<file path="src/rtl/inst_fetch_queue_pkg.sv">
// Shared CPU front-end types: exception codes, fetch queue entries and decoded
// instruction records exchanged between fetch, the fetch queue and decode.
package inst_fetch_queue_pkg;

  typedef enum logic [4:0] {
    EXC_INT  = 5'd0,
    EXC_ADEL = 5'd4,
    EXC_ADES = 5'd5,
    EXC_SYS  = 5'd8,
    EXC_BP   = 5'd9,
    EXC_RI   = 5'd10,
    EXC_OV   = 5'd12
  } exc_code_e;

  typedef struct packed {
    logic [31:0] pc;
    logic [31:0] inst;
    exc_code_e   ex;
    logic        ex_valid;
  } fetch_entry_t;

  typedef struct packed {
    logic [31:0] pc;
    logic [5:0]  opcode;
    logic [4:0]  rs;
    logic [4:0]  rt;
    logic [4:0]  rd;
    logic [15:0] imm;
    exc_code_e   ex;
    logic        ex_valid;
  } decoded_inst_t;

endpackage

</file>
<file path="src/rtl/inst_fetch_queue.sv">
// Instruction fetch queue between fetch and decode: circular buffer with full
// flush and branch-redirect trim that preserves exactly one delay-slot entry.
module inst_fetch_queue
  import inst_fetch_queue_pkg::*;
#(
  parameter int DEPTH = 8
) (
  input  logic                     clk,
  input  logic                     resetn,
  input  logic                     in_valid,
  input  fetch_entry_t             in_entry,
  output logic                     in_ready,
  output logic                     out_valid,
  output fetch_entry_t             out_entry,
  input  logic                     out_ready,
  input  logic                     flush,
  input  logic                     flush_ds,
  output logic [$clog2(DEPTH):0]   count
);

  localparam int AW = $clog2(DEPTH);
  localparam int CW = AW + 1;

  logic [AW-1:0] rd_ptr;
  logic [AW-1:0] wr_ptr;
  logic [CW-1:0] count_q;
  logic          ds_pending;
  logic          ds_hold;
  fetch_entry_t  mem [DEPTH];

  logic          trim;
  logic          push;
  logic          pop;
  logic [AW-1:0] trim_rd;
  logic          trim_keep;

  // NOTE: flow control looks only at registered state, so out_ready never
  // reaches in_ready combinationally; a full queue stays closed for a cycle.
  assign in_ready  = (count_q != CW'(DEPTH)) && !ds_hold;
  assign out_valid = (count_q != '0);
  assign out_entry = mem[rd_ptr];
  assign count     = count_q;

  // Redirect with a non-empty queue trims to one entry and drops any arrival.
  assign trim      = flush_ds && out_valid && !flush;
  assign push      = in_valid && in_ready && !flush && !trim;
  assign pop       = out_valid && out_ready && !flush && !trim;
  assign trim_rd   = rd_ptr + AW'(out_ready);
  assign trim_keep = !(out_ready && (count_q == CW'(1)));

  always_ff @(posedge clk) begin
    if (!resetn || flush) begin
      rd_ptr     <= '0;
      wr_ptr     <= '0;
      count_q    <= '0;
      ds_pending <= 1'b0;
      ds_hold    <= 1'b0;
    end else if (trim) begin
      rd_ptr     <= trim_rd;
      wr_ptr     <= trim_rd + AW'(trim_keep);
      count_q    <= CW'(trim_keep);
      ds_pending <= 1'b0;
      ds_hold    <= 1'b0;
    end else begin
      if (push) wr_ptr <= wr_ptr + AW'(1);
      if (pop)  rd_ptr <= rd_ptr + AW'(1);
      case ({push, pop})
        2'b10:   count_q <= count_q + CW'(1);
        2'b01:   count_q <= count_q - CW'(1);
        default: count_q <= count_q;
      endcase
      // Empty-queue redirect: the next accepted entry is the delay slot, and
      // admission closes for one cycle after it lands.
      if (flush_ds) begin
        ds_pending <= !push;
        ds_hold    <= push;
      end else if (ds_pending && push) begin
        ds_pending <= 1'b0;
        ds_hold    <= 1'b1;
      end else begin
        ds_hold    <= 1'b0;
      end
    end
  end

  // NOTE: the entry array has no reset; out_entry is ignored while out_valid=0,
  // so clearing it would only cost reset fan-out.
  always_ff @(posedge clk) begin
    if (push && resetn) mem[wr_ptr] <= in_entry;
  end

endmodule

</file>
<file path="config.mk">
export PLATFORM = sky130hd
export DESIGN_NAME = inst_fetch_queue
export DESIGN_NICKNAME = d
export VERILOG_FILES = /design/src/rtl/inst_fetch_queue_pkg.sv /design/src/rtl/inst_fetch_queue.sv
export SDC_FILE = /design/constraint.sdc
export NUM_CORES = 1
export LEC_CHECK = 0
export BUFFER_PORTS_ARGS = -buffer_cell sky130_fd_sc_hd__clkbuf_2
export CAP_MARGIN = 25
export CORE_MARGIN = 3
export CORE_UTILIZATION = 35
export CTS_CLUSTER_SIZE = 14
export DETAILED_ROUTE_END_ITERATION = 12
export GPL_TIMING_DRIVEN = 0
export PLACE_DENSITY = 0.62
export SKIP_LAST_GASP = 1
export SYNTH_ARGS = -nofsm -noshare
export SYNTH_HDL_FRONTEND = slang
export SYNTH_SLANG_ARGS = --single-unit
</file>
<file path="constraint.sdc">
create_clock -name clk -period 10.9 [get_ports clk]
set_input_delay 2.18 -clock clk [delete_from_list [all_inputs] [get_ports clk]]
set_output_delay 2.18 -clock clk [all_outputs]
set_load 0.02 [all_outputs]
</file>
# ---- Word level (Yosys, flattened, before mapping)
# Memory sizes are Yosys's and may differ from the RTL's. A register that Yosys moved wholly into a read port is not among the register bits.
# Index checks and enable logic that the tools add are counted.
dict set report totals {
  ff_bits 12
  latch_bits 0
  mem_bits_rw 560
  romBits 0
  input_bits 76
  mem_count 1
}
# memory words width rd rd_ports_with_merged_regs wr line
set mem_list {}
lappend mem_list {mem 8 70 1 1 1 inst_fetch_queue.sv:29} ;# fetch_entry_t mem [DEPTH];
dict set report classes {
  addsub 6
  multipliers 0
  div_mod_pow 0
  magnitude_cmp 0
  eq_ne 4
  shifts 0
  muxes 14
  bitwise_logic 0
  reduce_logical 26
}
# operator n
set op_table {}
lappend op_table {{$mux W3} 6}
lappend op_table {{$logic_and A1 B1 Y1} 12}
lappend op_table {{$pmux W4 S2} 1}
lappend op_table {{$reduce_bool A2 Y1} 4}
lappend op_table {{$mux W1} 7}
lappend op_table {{$add A3 B1 Y3} 2}
lappend op_table {{$add A3 B1 Y3 const B} 2}
lappend op_table {{$logic_not A1 Y1} 6}
lappend op_table {{$add A4 B1 Y4 const B} 1}
lappend op_table {{$eq A4 B1 Y1 const B} 1}
lappend op_table {{$ne A4 B4 Y1 const B} 1}
lappend op_table {{$reduce_bool A4 Y1} 1}
lappend op_table {{$sub A4 B1 Y4 const B} 1}
lappend op_table {{$reduce_bool A3 Y1} 1}
lappend op_table {{$eq A2 B1 Y1 const B} 1}
lappend op_table {{$eq A2 B2 Y1 const B} 1}
lappend op_table {{$reduce_or A2 Y1} 1}
lappend op_table {{$logic_or A1 B1 Y1} 1}

# ---- Logic depth before layout (Yosys ltp)
# Gate-level depths: netlist (run 1).
dict set report depth {
  depth_word 9
  ltp_mapped 12
  depth_no_buf 12
}

# ---- Least setup slack after synthesis (run 1)
# No wires, ideal clock.
dict set report synth_path {
  kind {input port to flip-flop}
  start {in flush}
  end {mem mem[3][0] (netlist name) (enable)}
  setup_time_ps 584
  arrival_time_ps 7868
  t_required_ps 10316
  path_slack_ps 2448
  stages 4
  n_path_buf 1
  path_cell_list {clkbuf_1 nor4b_4 nand3_1 nor3_1}
}
dict set report synth_between {
  elab_chain_cells 7
}
# item line
set synth_lines {}
lappend synth_lines {{start: declaration} inst_fetch_queue.sv:16} ;# input logic flush,
lappend synth_lines {{$logic_not A1 Y1 *} {inst_fetch_queue.sv:45, inst_fetch_queue.sv:46}}
lappend synth_lines {{$logic_and A1 B1 Y1} inst_fetch_queue.sv:45} ;# assign trim = flush_ds && out_valid && !flush;
lappend synth_lines {{$logic_not A1 Y1} inst_fetch_queue.sv:46} ;# assign push = in_valid && in_ready && !flush && !trim;
lappend synth_lines {{$logic_and A1 B1 Y1 *} inst_fetch_queue.sv:46}
lappend synth_lines {{$logic_and A1 B1 Y1 *} inst_fetch_queue.sv:89} ;# if (push && resetn) mem[wr_ptr] <= in_entry;
lappend synth_lines {{$mux W1 *} inst_fetch_queue.sv:89}
lappend synth_lines {{$mux W1 (implied by the code) *} inst_fetch_queue.sv:89}
lappend synth_lines {{end: declaration} inst_fetch_queue.sv:29}
# Every way passes the cells marked *; elsewhere a longest branch is shown, timed or not.

==> results of run 1 <==
-- metal layers --
metal	GRT usage [%]	share of wire, %	vias up
met5	0	0.027	-
met4	3.45	1.9	2
met3	3.17	5.2	75
met2	23.9	49	221
met1	20.0	44	5389
li1	-	-	4441
-- final cells by class --
| type | instances | share of cell area, % |
|---|---|---|
| sequential | 575 | 64.8 |
| multi-input combinational | 297 | 17.5 |
| clock buffer | 75 | 5.90 |
| timing repair buffer | 204 | 5.58 |
| tap | 837 | 3.96 |
| clock inverter | 38 | 1.28 |
| buffer | 42 | 0.961 |
| inverter | 4 | 0.0568 |
| antenna | 2 | 0.0189 |
-- sequential cells by signal, summed over array words and instances, names as in the netlist, named ones only --
signal      count
ds_pending      1
ds_hold         1
rd_ptr          3
wr_ptr          3
mem           560
count           4
-- placed cells by master, fill, tap and decap left out, types with 9 or more instances in the layout --
cell type and instances:
buf_12 9, buf_2 11, buf_6 40, buf_8 13, clkbuf_1 31, clkbuf_16 60
clkbuf_2 150, clkinv_1 9, clkinv_2 14, dfxtp_1 15, edfxtp_1 560, ha_1 11
mux2_2 70, mux4_2 140, nor2_1 13
-- worst max-delay path, cell delays in order, from the launching register on --
cell and delay (ns):
dfxtp_1 0.31, clkbuf_1 0.33, buf_2 0.40, buf_1 0.70
mux4_2 0.42, mux2_2 0.28, clkbuf_2 0.19
-- power groups by stage --
stage / Sequential (uW) / Combinational, uW / Clock (uW)
global placement: 2490 / 128 / 0
finish: 2440 / 135 / 1940
CTS: 2440 / 138 / 2000
floorplan: 2490 / 66.1 / 0
global route: 2440 / 148 / 2090
detailed placement: 2490 / 138 / 0
-- per-stage QoR --
| stage | total power (uW) | cell area, um^2 | instances |
|---|---|---|---|
| 2_1_floorplan | 2560 | 21900 | 918 |
| 3_3_place_gp | 2620 | 23700 | 1905 |
| 3_5_place_dp | 2630 | 24500 | 1959 |
| 4_1_cts | 4580 | 26400 | 2072 |
| 5_1_grt | 4680 | 26400 | 2073 |
| 6_report | 4510 | 26400 | 2074 |
-- final timing paths --
| check | depth (start not counted) | end | startpoint | slack [ns] |
|---|---|---|---|---|
| worst max-delay path | 6 | out_entry[67] | flip-flop | 5.48 |
| worst min-delay path | 2 | ds_pending | ds_pending | 0.51 |
| worst max register to register | 10 | mem[3][29] | count[0] | 7.52 |
| worst min register to register | 2 | ds_pending | ds_pending | 0.51 |
-- cell families (layout without fill, tap and decap cells) --
logic type,Yosys count,after routing
compound gates,17,17
xor+xnor,9,9
fa+ha+maj,11,11
buf+inv,46,363
flops,575,575
mux,212,212
other cells,0,2
simple gates,48,48
-- synthesized netlist by cell type (all sizes together), types with 2 or more instances --
cell type    n  area, um^2
nand2        8        35.0
clkbuf      16        60.1
edfxtp     560       16800
xnor2        8        70.1
buf         26         194
nand3        4        20.0
o21ai        3        15.0
mux2i        2        20.0
nor2        16        60.1
nor4         2        18.8
inv          4        15.0
ha          11         138
dfxtp       15         300
a211oi       2        15.0
nor3         6        30.0
o31ai        2        15.0
mux2        70         788
nand3b       2        15.0
nor3b        2        15.0
a21oi        6        30.0
mux4       140        3150
==> results.md, run 1 <==
- Status: finished, final reports clean
- IO buf count: 150
- Synth async-reset ratio: 0%
- Setup repair bufs after CTS: 0
- I/O pin total: approximately 150
- Clock Latency Late Sink: ~0.60 ns
- Post-Syn Nets: roughly 1.0k
- Max Cap Viol: 0
- Storage element area: 17100 um^2
- Clk network pwr share: between 40% and 50%
- First-pass GRT wire length: slightly above 70000 um
- TNS Setup: 0 ns
- Worst Setup Slack, final: between 5 and 6 ns
- Top_reg_cell synth: edfxtp_1
- Sequential element share of the synthesized area: between 70% and 80%
- Arr. time, crit path: approximately 3.2 ns
- Vias: between 10k and 15k
- Cell variety after synth: 38
- Gr usage total: 14.5%
- Initial antenna violation count: 2
- Largest net degree at the start of global routing: 24
- DR vias/cell: slightly below 5
- Initial Utilization: 35.5%
- Adder-cell area share of the yosys netlist: less than 1%
- Clk buf depth: 3
- Final weighted congestion in routability-driven placement: 0.709
- Slew at the pin closest to its max-slew limit: between 0.9 and 1 ns
- Crit. End Element: output port
- Cell-internal power: roughly 3600 uW
- Worst rel slew slack: between 30% and 40%
- Nets: 1271
- Total gr overflow: 0
- Post-synthesis simple-gate area fraction: between 1 and 1.5%
- CTS Buf Count: 60
- DIE HEIGHT: between 200 and 300 um
- Worst-path clk slew: approximately 0.06 ns
- DP HPWL: between 30000 and 40000 um
- Post-Syn Instances: between 900 and 1k
- Number of enable flip-flop cells after synthesis: 560
- CTS Hold Bufs: 0
- Die Wd: approximately 260 um
- CP max FO: 10
- Multi-input gate area: ~4600 um^2
- Multiplexer share of the synthesized area: a little under a fifth
- WHS: 0.506 ns
- Critical path type: flip-flop to output port
- Setup violations, final: 0
- Vias in the first global route: between 10k and 15k
- Min cycle time layout: between 5 and 6 ns
- Clock Tree Root: clkbuf_16
- Post-synthesis register bit count: 575
- Worst EP required: a little under 9 ns
- Drt drc: 0
- Detailed-route wire length per cell: about 23 um
- Layout cells sized above 1: a little over two fifths
- Maximum vdd drop: 111 uV
- Area grow syn2layout: 20.4%
- Maximum achievable frequency: about 180 MHz
- Pre-CTS WS: about 6 ns
- H-tree depth: 2
- Max-slew violation count: 0
- Final period util: roughly half
- Iter 0 DRT Violations: 779
- Post-CTS resize count: 0
- Final WL: about 48000 um
- Hold/Removal Path Class: flip-flop to flip-flop
- Initial DRT Pass Iterations: 4
- Final Util: between 40% and 50%
- Avg Cell Area, Syn: between 20 and 25 um^2
- Sw Ratio: between 20% and 30%
- Compound-Gate Fraction of Synth Area: less than 1%
- Syn. warnings: 0
- Rows: just over 90
- Filler Cells Inserted: 5328
- Combinational family with the most area after synthesis: multiplexers
- RSZ-0062 raised after global routing: no
- Core box area: ~62000 um^2
- XOR/XNOR share of the synthesized area: 0.359%
- Worst clock skew: between 0.009 and 0.01 ns
- Reg power frac: between 50% and 60%
- P_leak: between 0.008 and 0.009 uW
- Combinational cell fraction of total power: 3.0%
- Mapped Area: 21900 um^2
- Final antenna-violating net count: 0
- NetSw: approximately 910 uW
- CTS tree: yes
- Final hold violations: 0
- Startpoint types: flip-flop
- Die area: approximately 66000 um^2
- CTS sink cnt: 575
- PD cells: 171 nW/um^2
Note: power is estimated with default switching activity, not from simulation.
==> run 2, diff against run 1 <==
--- a/config.mk
+++ b/config.mk
@@ -12,7 +12,7 @@
 export CTS_CLUSTER_SIZE = 14
 export DETAILED_ROUTE_END_ITERATION = 12
 export GPL_TIMING_DRIVEN = 0
-export PLACE_DENSITY = 0.62
+export PLACE_DENSITY = 0.64
 export SKIP_LAST_GASP = 1
 export SYNTH_ARGS = -nofsm -noshare
 export SYNTH_HDL_FRONTEND = slang
==> constraint.sdc (replaced) <==
create_clock -name clk -period 4.8 [get_ports clk]
set_input_delay 0.96 -clock clk [delete_from_list [all_inputs] [get_ports clk]]
set_output_delay 0.96 -clock clk [all_outputs]
set_load 0.02 [all_outputs]
==> results.md, run 2 (synthesized netlist as in run 1, its figures left out) <==
- CP max FO: 10
- Diode count: 0
- DR vias/cell: between 4 and 5
- Clock Tree Root: clkbuf_16
- Final WL: 47000 um
- Vias in the first global route: roughly 11k
- Initial DRT Pass Iterations: 5
- CTS sink cnt: ~580
- H-tree depth: 2
- IO buf count: 150
- Clk buf depth: 3
- Rows: between 90 and 100
- Arr. time, crit path: 3.29 ns
- Setup repair bufs after CTS: 0
- WHS: 0.513 ns
- Gr usage total: around 15%
- Leading cell type in the layout, fill and taps excluded: edfxtp_1
- Most frequent cells in the layout: edfxtp_1, clkbuf_2, mux4_2
- Worst clock skew: 0.0131 ns
- Iter 0 DRT Violations: roughly 700
- Max Cap Viol: 0
- DIE HEIGHT: around 260 um
- Reg with most FFs: mem
- Crit. End Element: output port
- Hold path start: ds_pending
- Initial Utilization: approximately 35%
- Core box area: ~62000 um^2
- Total gr overflow: 0
- Pre-CTS WS: slightly below 1 ns
- Layout cells sized above 1: between 40 and 50%
- Final weighted congestion in routability-driven placement: 0.697
- Vias: 10.1k
- Min cycle time layout: between 4 and 5 ns
- Worst-path clk slew: 0.06 ns
- Maximum achievable frequency: ~240 MHz
- CTS Hold Bufs: 0
- Final antenna-violating net count: 0
- First-pass GRT wire length: 71000 um
- Final Util: between 40% and 50%
- FF-to-FF Start: count[1]
- Worst EP required: around 3.8 ns
- Critical path type: flip-flop to output port
- Detailed-route wire length per cell: ~23 um
- Worst rel slew slack: about two fifths
- Max-slew violation count: 0
- Hold Crit Depth: 2
- Initial antenna violation count: 5
- PD cells: roughly 390 nW/um^2
- Startpoint types: flip-flop
- Reg2reg path depth: 9
- Placed instance area: about 25000 um^2
- I/O pin total: ~150
- Final hold violations: 0
- Slew at the pin closest to its max-slew limit: about 0.91 ns
- RR Endpoint: mem[5][46]
- Max reg flops: 560
- Post-CTS resize count: 0
- Die Wd: ~260 um
- Hold/Removal Path Class: flip-flop to flip-flop
- Die area: around 66000 um^2
- Reg2Reg Setup Slack: 1.32 ns
- RSZ-0062 raised after global routing: no
- Setup violations, final: 0
- CTS Buf Count: 59
- P_leak: 0.00841 uW
- DP HPWL: about 30000 um
- Worst Setup Slack, final: ~0.55 ns
- CTS tree: yes
- Maximum vdd drop: between 200 and 300 uV
- Design Area, Final: approximately 27000 um^2
- Placed Cells: just under 2k
- Drt drc: 0
- Hold path endpoint: ds_pending
- Status: finished, final reports clean
- Nets: between 1k and 1.5k
- Final period util: between 80 and 90%
- Area grow syn2layout: 21.1%
- Largest net degree at the start of global routing: 25
- Post-route insts no fill: roughly 2k
- Clock Latency Late Sink: just over 0.6 ns
[run 2: cell types whose count changed in the layout (fill, tap and decap cells not counted), sizes merged]
cell      before  now
clkinvlp       4    2
clkbuf       241  232
diode          2    0
inv            6    7
buf           80   65
clkinv        28   33
bufinv         4    6
[run 2: cell type report]
| type | count | area (um^2) |
|---|---|---|
| Buffer | 42 | 254 |
| Clock buffer | 66 | 1550 |
| Clock inverter | 44 | 384 |
| Fill cell | 5356 | 35200 |
| Inverter | 4 | 15.0 |
| Multi-Input combinational cell | 297 | 4640 |
| Sequential cell | 575 | 17100 |
| Tap cell | 837 | 1050 |
| Timing Repair Buffer | 189 | 1580 |
[run 2: how the worst max path moves through the flow]
| stage | slack [ns] | cells after the start | start | endpoint |
|---|---|---|---|---|
| final | 0.55 | 6 | flip-flop | out_entry[16] |
| after CTS | 0.31 | 6 | flip-flop | out_entry[16] |
| after floorplan | -0.49 | 4 | flush | mem[7][0] |
| after detailed placement | 0.97 | 6 | flush | mem[7][47] |
| after global placement | -4.16 | 4 | flush | mem[5][47] |
| after global routing | 0.33 | 6 | flip-flop | out_entry[16] |
[run 2: critical path, cell delays in order (launching register included)]
cell	delay, ns
dfxtp_1	0.30
clkbuf_1	0.34
buf_2	0.45
buf_1	0.68
mux4_2	0.41
mux2_2	0.32
clkbuf_2	0.18
[run 2: routing by layer]
metal  global-route usage (%)  wire, um
met5                        0        70
met2                     25.5     24400
met1                     18.3     19500
met3                     3.03      2110
met4                     3.97       954
[run 2: power by group]
| group | internal [uW] | switching (uW) |
|---|---|---|
| logic | 121 | 188 |
| clock network | 2630 | 1890 |
| registers | 5540 | 9.67 |
[run 2: metrics by stage]
stage | setup TNS (ns) | power, uW
floorplan | -169.22 | 5810
global route | 0 | 10700
finish | 0 | 10400
global placement | -2024.33 | 5940
CTS | 0 | 10500
detailed placement | 0 | 5970
